--- src/rtl/seg7_pkg.sv ---
// Shared seven-segment definitions: active-low segment codes (g..a), blank code
// and the receive-side qualifier state encoding.
package seg7_pkg;

    localparam logic [6:0] SEG_0 = 7'h40;
    localparam logic [6:0] SEG_1 = 7'h79;
    localparam logic [6:0] SEG_2 = 7'h24;
    localparam logic [6:0] SEG_3 = 7'h30;
    localparam logic [6:0] SEG_4 = 7'h19;
    localparam logic [6:0] SEG_5 = 7'h12;
    localparam logic [6:0] SEG_6 = 7'h02;
    localparam logic [6:0] SEG_7 = 7'h78;
    localparam logic [6:0] SEG_8 = 7'h00;
    localparam logic [6:0] SEG_9 = 7'h10;
    localparam logic [6:0] SEG_A = 7'h23;
    localparam logic [6:0] SEG_B = 7'h03;
    localparam logic [6:0] SEG_C = 7'h27;
    localparam logic [6:0] SEG_D = 7'h21;
    localparam logic [6:0] SEG_E = 7'h06;
    localparam logic [6:0] SEG_F = 7'h0E;

    // Indexed by nibble value: SEG_CODE[n] is the pattern for hex digit n.
    localparam logic [15:0][6:0] SEG_CODE = {
        SEG_F, SEG_E, SEG_D, SEG_C, SEG_B, SEG_A, SEG_9, SEG_8,
        SEG_7, SEG_6, SEG_5, SEG_4, SEG_3, SEG_2, SEG_1, SEG_0
    };

    localparam logic [6:0] BLANK_CODE = 7'h7F;

    typedef enum logic [1:0] {
        IDLE  = 2'd0,
        DWELL = 2'd1,
        HELD  = 2'd2
    } qual_state_t;

endpackage

--- src/rtl/seg7_pattern_decode.sv ---
// Combinational reverse lookup of an active-low segment pattern to a hex nibble,
// flagging the all-off pattern as blank and anything outside the table as bad.
module seg7_pattern_decode
    import seg7_pkg::*;
(
    input  logic [6:0] seg,
    output logic [3:0] nibble,
    output logic       blank,
    output logic       bad
);

    always_comb begin
        nibble = 4'h0;
        blank  = (seg == BLANK_CODE);
        bad    = (seg != BLANK_CODE);
        for (int i = 0; i < 16; i++) begin
            if (seg == SEG_CODE[i]) begin
                nibble = 4'(i);
                bad    = 1'b0;
            end
        end
    end

endmodule

--- src/rtl/seg7_scan_decoder.sv ---
// Display-bus monitor: synchronizes a multiplexed active-low 7-segment bus,
// qualifies each digit over STABLE_CYCLES samples and latches its decoded value.
module seg7_scan_decoder
    import seg7_pkg::*;
#(
    parameter int NUM_DIGITS    = 4,
    parameter int STABLE_CYCLES = 4,
    parameter int IDX_W         = (NUM_DIGITS > 1) ? $clog2(NUM_DIGITS) : 1
) (
    input  logic                    clk,
    input  logic                    rst,
    input  logic [7:0]              seg_n,
    input  logic [NUM_DIGITS-1:0]   an_n,
    output logic [4*NUM_DIGITS-1:0] hex_out,
    output logic [NUM_DIGITS-1:0]   dp_out,
    output logic [NUM_DIGITS-1:0]   blank,
    output logic [NUM_DIGITS-1:0]   bad,
    output logic                    upd_valid,
    output logic [IDX_W-1:0]        upd_idx,
    output logic                    frame_done,
    output logic                    conflict
);

    localparam int CNT_W = $clog2(STABLE_CYCLES + 1);

    logic [7:0]            seg_meta_reg, seg_sync_reg, prev_seg_reg;
    logic [NUM_DIGITS-1:0] an_meta_reg, an_sync_reg, prev_an_reg;
    logic                  vld_meta_reg, vld_sync_reg;

    qual_state_t           state_reg, state_next;
    logic [CNT_W-1:0]      cnt_reg, cnt_next;
    logic [NUM_DIGITS-1:0] mask_reg;
    logic                  conflict_reg, upd_valid_reg, frame_done_reg;
    logic [IDX_W-1:0]      upd_idx_reg;

    logic [NUM_DIGITS-1:0] an_act, mask_set;
    logic                  one_hot, multi, same, capture;
    logic [IDX_W-1:0]      act_idx;
    logic [3:0]            dec_nibble;
    logic                  dec_blank, dec_bad;

    // vld_* marks when the synchronizer holds real pin samples rather than
    // reset zeros, which would otherwise look like every anode asserted.
    always_ff @(posedge clk or posedge rst) begin
        if (rst) begin
            seg_meta_reg <= '0;
            seg_sync_reg <= '0;
            an_meta_reg  <= '0;
            an_sync_reg  <= '0;
            vld_meta_reg <= 1'b0;
            vld_sync_reg <= 1'b0;
        end else begin
            seg_meta_reg <= seg_n;
            seg_sync_reg <= seg_meta_reg;
            an_meta_reg  <= an_n;
            an_sync_reg  <= an_meta_reg;
            vld_meta_reg <= 1'b1;
            vld_sync_reg <= vld_meta_reg;
        end
    end

    assign an_act  = ~an_sync_reg;
    assign one_hot = (an_act != '0) && ((an_act & (an_act - NUM_DIGITS'(1))) == '0);
    assign multi   = (an_act != '0) && !one_hot;
    assign same    = (seg_sync_reg == prev_seg_reg) && (an_sync_reg == prev_an_reg);

    always_comb begin
        act_idx = '0;
        for (int i = 0; i < NUM_DIGITS; i++) begin
            if (an_act[i]) begin
                act_idx = IDX_W'(i);
            end
        end
    end

    seg7_pattern_decode u_decode (
        .seg    (seg_sync_reg[6:0]),
        .nibble (dec_nibble),
        .blank  (dec_blank),
        .bad    (dec_bad)
    );

    always_comb begin
        state_next = state_reg;
        cnt_next   = cnt_reg;
        capture    = 1'b0;
        if (vld_sync_reg) begin
            case (state_reg)
                IDLE: begin
                    if (one_hot) begin
                        state_next = DWELL;
                        cnt_next   = CNT_W'(1);
                    end else begin
                        cnt_next   = '0;
                    end
                end
                DWELL: begin
                    if (!one_hot) begin
                        state_next = IDLE;
                        cnt_next   = '0;
                    end else if (!same) begin
                        cnt_next   = CNT_W'(1);
                    end else if (cnt_reg == CNT_W'(STABLE_CYCLES - 1)) begin
                        // This sample is the STABLE_CYCLES-th identical one.
                        capture    = 1'b1;
                        state_next = HELD;
                        cnt_next   = CNT_W'(STABLE_CYCLES);
                    end else begin
                        cnt_next   = cnt_reg + CNT_W'(1);
                    end
                end
                HELD: begin
                    if (!one_hot) begin
                        state_next = IDLE;
                        cnt_next   = '0;
                    end else if (!same) begin
                        state_next = DWELL;
                        cnt_next   = CNT_W'(1);
                    end
                end
                default: begin
                    state_next = IDLE;
                    cnt_next   = '0;
                end
            endcase
        end
    end

    // The one-hot anode vector doubles as the mask bit of the active digit.
    assign mask_set = mask_reg | an_act;

    always_ff @(posedge clk or posedge rst) begin
        if (rst) begin
            state_reg      <= IDLE;
            cnt_reg        <= '0;
            prev_seg_reg   <= '0;
            prev_an_reg    <= '0;
            mask_reg       <= '0;
            conflict_reg   <= 1'b0;
            upd_valid_reg  <= 1'b0;
            upd_idx_reg    <= '0;
            frame_done_reg <= 1'b0;
        end else begin
            state_reg      <= state_next;
            cnt_reg        <= cnt_next;
            prev_seg_reg   <= seg_sync_reg;
            prev_an_reg    <= an_sync_reg;
            conflict_reg   <= vld_sync_reg && multi;
            upd_valid_reg  <= capture;
            frame_done_reg <= capture && (&mask_set);
            if (capture) begin
                upd_idx_reg <= act_idx;
                mask_reg    <= (&mask_set) ? '0 : mask_set;
            end
        end
    end

    generate
        for (genvar gi = 0; gi < NUM_DIGITS; gi++) begin : g_digit
            logic [3:0] hex_reg;
            logic       dp_reg, blank_reg, bad_reg;

            always_ff @(posedge clk or posedge rst) begin
                if (rst) begin
                    hex_reg   <= 4'h0;
                    dp_reg    <= 1'b0;
                    blank_reg <= 1'b1;
                    bad_reg   <= 1'b0;
                end else if (capture && an_act[gi]) begin
                    hex_reg   <= (dec_blank || dec_bad) ? 4'h0 : dec_nibble;
                    dp_reg    <= ~seg_sync_reg[7];
                    blank_reg <= dec_blank;
                    bad_reg   <= dec_bad;
                end
            end

            assign hex_out[4*gi +: 4] = hex_reg;
            assign dp_out[gi]         = dp_reg;
            assign blank[gi]          = blank_reg;
            assign bad[gi]            = bad_reg;
        end
    endgenerate

    assign upd_valid  = upd_valid_reg;
    assign upd_idx    = upd_idx_reg;
    assign frame_done = frame_done_reg;
    assign conflict   = conflict_reg;

endmodule

--- config.mk ---
export PLATFORM = sky130hd
export DESIGN_NAME = seg7_scan_decoder
export DESIGN_NICKNAME = d
export VERILOG_FILES = /design/src/rtl/seg7_pkg.sv /design/src/rtl/seg7_pattern_decode.sv /design/src/rtl/seg7_scan_decoder.sv
export SDC_FILE = /design/constraint.sdc
export NUM_CORES = 1
export LEC_CHECK = 0
export ABC_AREA = 1
export CAP_MARGIN = 20
export CORE_UTILIZATION = 25
export CTS_BUF_LIST = sky130_fd_sc_hd__clkbuf_16
export CTS_CLUSTER_SIZE = 25
export DETAILED_ROUTE_END_ITERATION = 10
export PLACE_DENSITY_LB_ADDON = 0.2
export SLEW_MARGIN = 20
export SYNTH_ARGS = -nofsm -noshare
export SYNTH_HDL_FRONTEND = slang
export SYNTH_SLANG_ARGS = --single-unit
--- constraint.sdc ---
create_clock -name clk -period 5.7 [get_ports clk]
set_input_delay 1.14 -clock clk [delete_from_list [all_inputs] [get_ports clk]]
set_output_delay 1.14 -clock clk [all_outputs]
set_load 0.005 [all_outputs]
# Word level (Yosys, flattened, before mapping)
# Index checks and enable logic that the tools add are counted.
# word_totals
register_bits	80
in_bits	14
out_inout_bits	33
wordCells	136
# op_classes
n_addsub	2
eq_ne	26
mux	55
bitwise_logic	4
n_reduce_logical	18
# op_table
operator	count
4-bit 2-to-1 mux	10
7-bit by 6-bit == test with 1-bit output, second input constant	5
7-bit == test, second input constant	4
3-bit 2-to-1 mux	9
1-bit 2-to-1 mux	24
7-bit by 5-bit == test with 1-bit output, second input constant	3
2-bit 2-to-1 mux	10
7-bit by 2-bit == test with 1-bit output, second input constant	2
1-bit logical AND	9
3-bit != test, second input constant	3
3-bit one-hot mux with 3 select lines	1
8-bit == test	1
7-bit by 3-bit == test with 1-bit output, second input constant	1
7-bit by 4-bit == test with 1-bit output, second input constant	1
7-bit logical NOT	1
7-bit != test, second input constant	1
2-bit one-hot mux with 3 select lines	1
5-bit AND reduction	1
4-bit AND	1
4-bit == test	1
4-bit logical NOT	1
4-bit NOT	1
4-bit OR	1
4-bit AND reduction	1
other kinds (12)	12

# Logic depth before layout (Yosys ltp)
# Gate-level depths: netlist of run 1.
# logic_depth
word_depth	19
depth_mapped	12
mapped_depth_nobuf	12

# Cells and area by module
# Synthesis of run 1 repeated with hierarchy kept, for this count alone.
# hier_totals
cells_unflattened	366
area_unflattened_um2	3533.4
# by_module_without_submodules
module	instances	cells_per_inst	area_each_um2	seq_area_each_um2
seg7_scan_decoder	1	294	3181.8	2006.9
seg7_pattern_decode	1	72	351.6	0.0

# Least setup slack after synthesis of run 1
# OpenSTA, ideal clock, no wires.
# synth_timing
kind	register to register
start	reg cnt_reg[0]
end	reg mask_reg[0]
setup_time_ns	0.123
arrival_ns	1.709
required_ns	5.577
setup_slack_ns	3.868
stages_incl_launch_ff	8
path_buffers	0
synth_period_minus_slack_ns	1.832
path_cell_list	dfrtp_1 ha_1 ha_1 inv_1 nor4_1 nand2_2 nor2_4 a21oi_2
# synth_between
elab_chain_len	6
# synth_lines
element	line	source
from (decl)	seg7_scan_decoder.sv:31	logic [CNT_W-1:0] cnt_reg, cnt_next;
from (signal assigned)	seg7_scan_decoder.sv:145	cnt_reg <= cnt_next;
3-bit by 2-bit == test with 1-bit output	seg7_scan_decoder.sv:103	end else if (cnt_reg == CNT_W'(STABLE_CYCLES - 1)) begin
1-bit 2-to-1 mux	seg7_scan_decoder.sv:103	
1-bit 2-to-1 mux	seg7_scan_decoder.sv:101	end else if (!same) begin
1-bit 2-to-1 mux	seg7_scan_decoder.sv:98	if (!one_hot) begin
1-bit 2-to-1 mux	seg7_scan_decoder.sv:88	case (state_reg)
1-bit 2-to-1 mux	seg7_scan_decoder.sv:87	if (vld_sync_reg) begin
to (signal assigned)	seg7_scan_decoder.sv:153	mask_reg <= (&mask_set) ? '0 : mask_set;
to (decl)	seg7_scan_decoder.sv:32	logic [NUM_DIGITS-1:0] mask_reg;
# No other way between the ends.
# A chain may end at the register's enable or synchronous reset.

# Final worst setup path of run 1
# layout_timing
start	reg g_digit[3].blank_reg
end	out blank[3]
# layout_rtl
element	line	source
from (decl)	seg7_scan_decoder.sv:161	logic dp_reg, blank_reg, bad_reg;
from (signal assigned)	seg7_scan_decoder.sv:172	blank_reg <= dec_blank;
to (decl)	seg7_scan_decoder.sv:16	output logic [NUM_DIGITS-1:0] blank,
# No word-level cell between the ends.

==> flow_summary.yaml, run 1 <==
die:
  coreArea_um2: 13400
  dieArea_um2: 14300
  ios: 47
  die_w_um: 120
  initial_utilization_pct: 25.9
  rows: 42
  die_y_um: 120
sta:
  period_needed_ns: 2.49
  worst_pin_slew_ns: 0.912
  max_freq_mhz: 401
  period_share_pct: 43.7
  final_hold_viol_count: 0
  drv_slew: 0
  rsz0062_at_grt: "false"
  clock-skew-final_ns: 0.00927
  finalSetupTns_ns: 0
  setup-violations-final: 0
  max-slew-margin-rel_pct: 38.6
synthesis:
  synth_area_um2: 3470
  synthMuxAreaShare_pct: 0
  synth-simple-area-share_pct: 25.5
  netlist_instances: 372
  yosysWarnings: 0
  synth_fa_ha_area_share_pct: 0.722
  ys_seq_elements: 80
  synth.avg_cell_area_um2: 9.32
  synth_top_family_by_area: "simple AND/OR/NAND/NOR gates"
  yosysUniqueCellTypes: 30
  synth-seq-area-share_pct: 57.9
  synth_xor_area_share_pct: 0.505
  syn_nets: 388
  synth_compound_area_share_pct: 6.28
global_route:
  grt_pass1_wl_mm: 11.6
  grt_use_total_pct: 10.5
  grt_max_degree: 44
  antenna_found_initial: 0
  gr-total-overflow: 0
  grt_pass1_vias: 2364
power_and_ir_drop:
  p_per_area_nw_per_um2: 287
  total_leakage_power_nw: 2.12
  peakVddDrop_uv: 155
  finalPower_mw: 1.23
setup_path:
  reg2reg_to: "mask_reg[0]"
  cp_data_arrival_time_ns: 1.35
  rrSetupSlack_ns: 3.45
  path_cells: "clkdlybuf4s50_1"
  worst-setup-path-type: "reg2out"
  crit_family: "flip-flops"
  max_stage_delay_ns: 0.53
  timing.rr.start: "cnt_reg[0]"
  path_buf_inv: 1
  reg2reg_depth: 7
  slowest_stage: "dfstp_2"
  path_max_fanout: 2
  endpoint_kind: "output pin"
  crit_cells: 1
  startpoint_type: "register"
  crit_required_ns: 4.56
detailed_routing:
  wl_mm: 6.77
  num_vias: 2428
  wl_per_cell_um: 11.4
  drt-initial-drc-count: 193
  antenna_left: 0
  drt_pass1_iterations: 4
  drc: 0
  vias_per_cell: 4.08
layout:
  multi_input_area_um2: 1150
  register_area_um2: 2010
  syn_to_final_growth_pct: 24.0
  most-common-layout-cells: "122 x nand2_1, 76 x dfrtp_1, 46 x clkdlybuf4s50_1, 39 x inv_1, 24 x nor2_1"
  drive_gt1_share_pct: 13.4
  largest_reg_flops: 16
  final_common_cell: "nand2_1"
  nFillCells: 1402
  antennaDiodeCount: 0
  nets: 430
clocking:
  clk_path_buf_depth: 2
  ctsHtreeMaxLevel: 3
  numCtsBuffers: 9
  cts_hold_buffers: 0
  clock_sinks: 80
  cts-root-buf: "clkbuf_16"
  tritoncts: "built"
  clk_latency_ns: 0.33
  clk_pin_slew_ns: 0.06
  post_cts_buffers: 0
  cts_resized: 0
hold_path:
  whs_path_depth: 0
  min_from: "an_meta_reg[2]"
  hp-class: "reg2reg"
  min_delay_worst_endpoint: "an_sync_reg[2]"
placement:
  place.gp.congestion: 0.889
  io_buffers: 46
  dp_hpwl_mm: 4.95
outcome:
  outcome: "finished clean"
flow_run:
  maxCapViolations: 0
==> synth_stat cells (all sizes together) <==
library cell / number / area share, %
nor2: 31 / 4.8
nand4: 11 / 2.0
a21oi: 4 / 1.0
o2111ai: 1 / 0.25
nand3: 17 / 3.4
conb: 1 / 0.11
nand2: 125 / 14
ha: 2 / 0.72
nor4: 3 / 0.54
a31oi: 1 / 0.18
xnor2: 2 / 0.51
nor3b: 1 / 0.22
nor3: 3 / 0.43
nand3b: 1 / 0.22
dfrtp: 76 / 55
dfstp: 4 / 3.0
buf: 16 / 3.9
inv: 47 / 5.1
o21ai: 26 / 4.8
==> metal layers <==
metal  vias up  share of wire, %  GRT usage [%]
met5         -                 0              0
met4         0               1.6           4.14
met3         8               4.9           3.37
met2        56                43           15.7
met1      1119                50           14.1
li1       1245                 -              -
==> report_power, final <==
group	internal, mW	switching [mW]
combinational	0.0305	0.0563
sequential	0.588	0.0183
clock	0.331	0.208
total	0.949	0.283
==> worst max path at each step <==
stage | slack [ns] | end | start
4_1_cts | 3.19 | blank[3] | g_digit[3].blank_reg
3_5_place_dp | 2.89 | g_digit[3].blank_reg | rst
2_1_floorplan | 2.51 | an_meta_reg[0] | rst
6_report | 3.21 | blank[3] | g_digit[3].blank_reg
3_3_place_gp | 2.91 | g_digit[1].blank_reg | rst
5_1_grt | 3.06 | frame_done | rst
==> kinds of logic (layout without fill, tap and decap cells) <==
logic type / count (synthesis) / after routing
compound gates: 32 / 32
xor+xnor: 2 / 2
fa+ha+maj: 2 / 2
buf+inv: 63 / 110
flops: 80 / 80
other cells: 1 / 1
simple gates: 192 / 192
==> per-stage QoR <==
step / instances / hold slack, ns / instance area [um^2] / utilization (%) / worst slack (ns)
final: 595 / 0.347 / 4300 / 32.1 / 3.21
after global routing: 595 / 0.357 / 4300 / 32.1 / 3.06
after CTS: 595 / 0.348 / 4300 / 32.1 / 3.19
after detailed placement: 579 / 0.335 / 4020 / 30.0 / 2.89
after global placement: 579 / 0.331 / 4020 / 30.0 / 2.91
after floorplan: 372 / 0.331 / 3470 / - / 2.51
==> layout make-up <==
| type | instances | share of cell area [%] |
|---|---|---|
| Inverter | 47 | 4.10 |
| Clock buffer | 9 | 5.24 |
| Tap cell | 176 | 5.12 |
| Multi-Input combinational cell | 229 | 26.7 |
| Sequential cell | 80 | 46.7 |
| Timing Repair Buffer | 47 | 10.9 |
| Clock inverter | 7 | 1.28 |
(Power assumes the default switching activity.)
==> run 2: changes to the inputs <==
- clock period: 5.7 -> 2.1 ns (I/O delays scaled with it)
==> flow_summary.yaml, run 2 (synthesis results as in run 1) <==
detailed_routing:
  drc: 0
  num_vias: 2551
  drt_pass1_iterations: 4
  wl_mm: 7.14
  drt-initial-drc-count: 242
  wl_per_cell_um: 11.8
  antenna_left: 0
  vias_per_cell: 4.21
layout:
  largest_reg_flops: 16
  nets: 441
  final_util_pct: 33.1
  final_common_cell: "nand2_1"
  syn_to_final_growth_pct: 27.8
  drive_gt1_share_pct: 16.0
  antennaDiodeCount: 0
  most-common-layout-cells: "122 x nand2_1, 76 x dfrtp_1, 46 x clkdlybuf4s50_1, 38 x inv_1, 23 x nor2_1"
sta:
  max_freq_mhz: 521
  period_needed_ns: 1.92
  setup-violations-final: 0
  drv_slew: 0
  period_share_pct: 91.4
  finalHoldWorstSlack_ns: 0.347
  final_hold_viol_count: 0
  clock-skew-final_ns: 0.00998
clocking:
  clk_path_buf_depth: 2
  clk_pin_slew_ns: 0.06
  cts-root-buf: "clkbuf_16"
  cts_hold_buffers: 0
  clock_sinks: 80
  tritoncts: "built"
  clk_latency_ns: 0.33
  numCtsBuffers: 9
  ctsHtreeMaxLevel: 3
global_route:
  grt_pass1_wl_mm: 12.2
  antenna_found_initial: 0
  gr-total-overflow: 0
  grt_pass1_vias: 2393
  grt_max_degree: 81
  grt_use_total_pct: 10.9
hold_path:
  whs_path_depth: 0
  hp-class: "reg2reg"
  min_delay_worst_endpoint: "seg_sync_reg[5]"
  min_from: "seg_meta_reg[5]"
setup_path:
  path_max_fanout: 14
  startpoint_type: "register"
  cp_data_arrival_time_ns: 2.18
  endpoint_kind: "register"
  crit_required_ns: 2.37
  reg2reg_depth: 10
  rrSetupSlack_ns: 0.18
  reg2reg_to: "upd_idx[1]"
  timing.rr.start: "an_sync_reg[0]"
  worst-setup-path-type: "reg2reg"
die:
  rows: 42
  initial_utilization_pct: 25.9
  ios: 47
  dieArea_um2: 14300
  coreArea_um2: 13400
  die_y_um: 120
  die_w_um: 120
power_and_ir_drop:
  peakVddDrop_uv: 383
  p_per_area_nw_per_um2: 770
  total_leakage_power_nw: 2.17
flow_run:
  maxCapViolations: 0
outcome:
  outcome: "finished clean"
placement:
  place.gp.congestion: 0.869
  io_buffers: 46
  dp_hpwl_mm: 5.19
==> run 2: cell count changes in the layout (fill, tap and decap cells not counted), sizes merged <==
| cell | change |
|---|---|
| buf | +11 |
| inv | -1 |
| clkinvlp | +2 |
| clkinv | -1 |
==> run 2: worst max path at each step <==
stage,start,end,slack [ns]
floorplan,cnt_reg[0],mask_reg[0],0.27
global placement,an_sync_reg[0],g_digit[0].bad_reg,0.10
detailed placement,an_sync_reg[0],g_digit[0].hex_reg[1],0.11
CTS,an_sync_reg[0],g_digit[0].bad_reg,0.08
global route,an_sync_reg[0],g_digit[2].bad_reg,-0.006
finish,an_sync_reg[0],upd_idx[1],0.18
==> run 2: metal layers <==
metal / part of all wire (%) / GRT usage [%]
met1: 50 / 15.4
met2: 44 / 15.6
met3: 4.7 / 2.85
met4: 1.2 / 4.84
met5: 0 / 0
==> run 2: what timing repair did <==
item | CTS | global route
resized for setup | 0 | 4
endpoints found under the setup margin | 0 | 25
hold endpoints to repair | 0 | 0
setup buffers | 0 | 3
==> run 2: cell type report <==
class	instances	area, um^2
multi-input combinational	229	1170
timing repair buffer	58	563
inverter	47	180
fill	1376	8970
clock inverter	7	62.6
clock buffer	9	225
tap	176	220
sequential	80	2010
==> run 2: worst max-delay path, cell delays in order, from the launching register on <==
cell and delay, ns:
dfrtp_1 0.45, inv_2 0.14, nand2_1 0.06, nand2_1 0.07, nand2_1 0.06, nor2_2 0.14
nand3_2 0.19, nor2_8 0.26, nand3_4 0.21, buf_4 0.20, nand3_1 0.07
==> run 2: where the power goes <==
part	switching [mW]	internal [mW]	total [mW]
Clock	0.603	0.910	1.51
Sequential	0.0462	1.59	1.64
Combinational	0.167	0.0921	0.259
==> run 2: metrics by stage <==
step	total power, mW	instance area (um^2)	instances	TNS (ns)	setup WS [ns]
after global routing	3.57	4430	606	-0.00978	-0.00640
final	3.41	4430	606	0	0.181
after detailed placement	1.93	4100	587	0	0.106
after floorplan	1.83	3470	372	0	0.268
after global placement	1.92	4100	587	0	0.104
after CTS	3.47	4380	603	0	0.0847
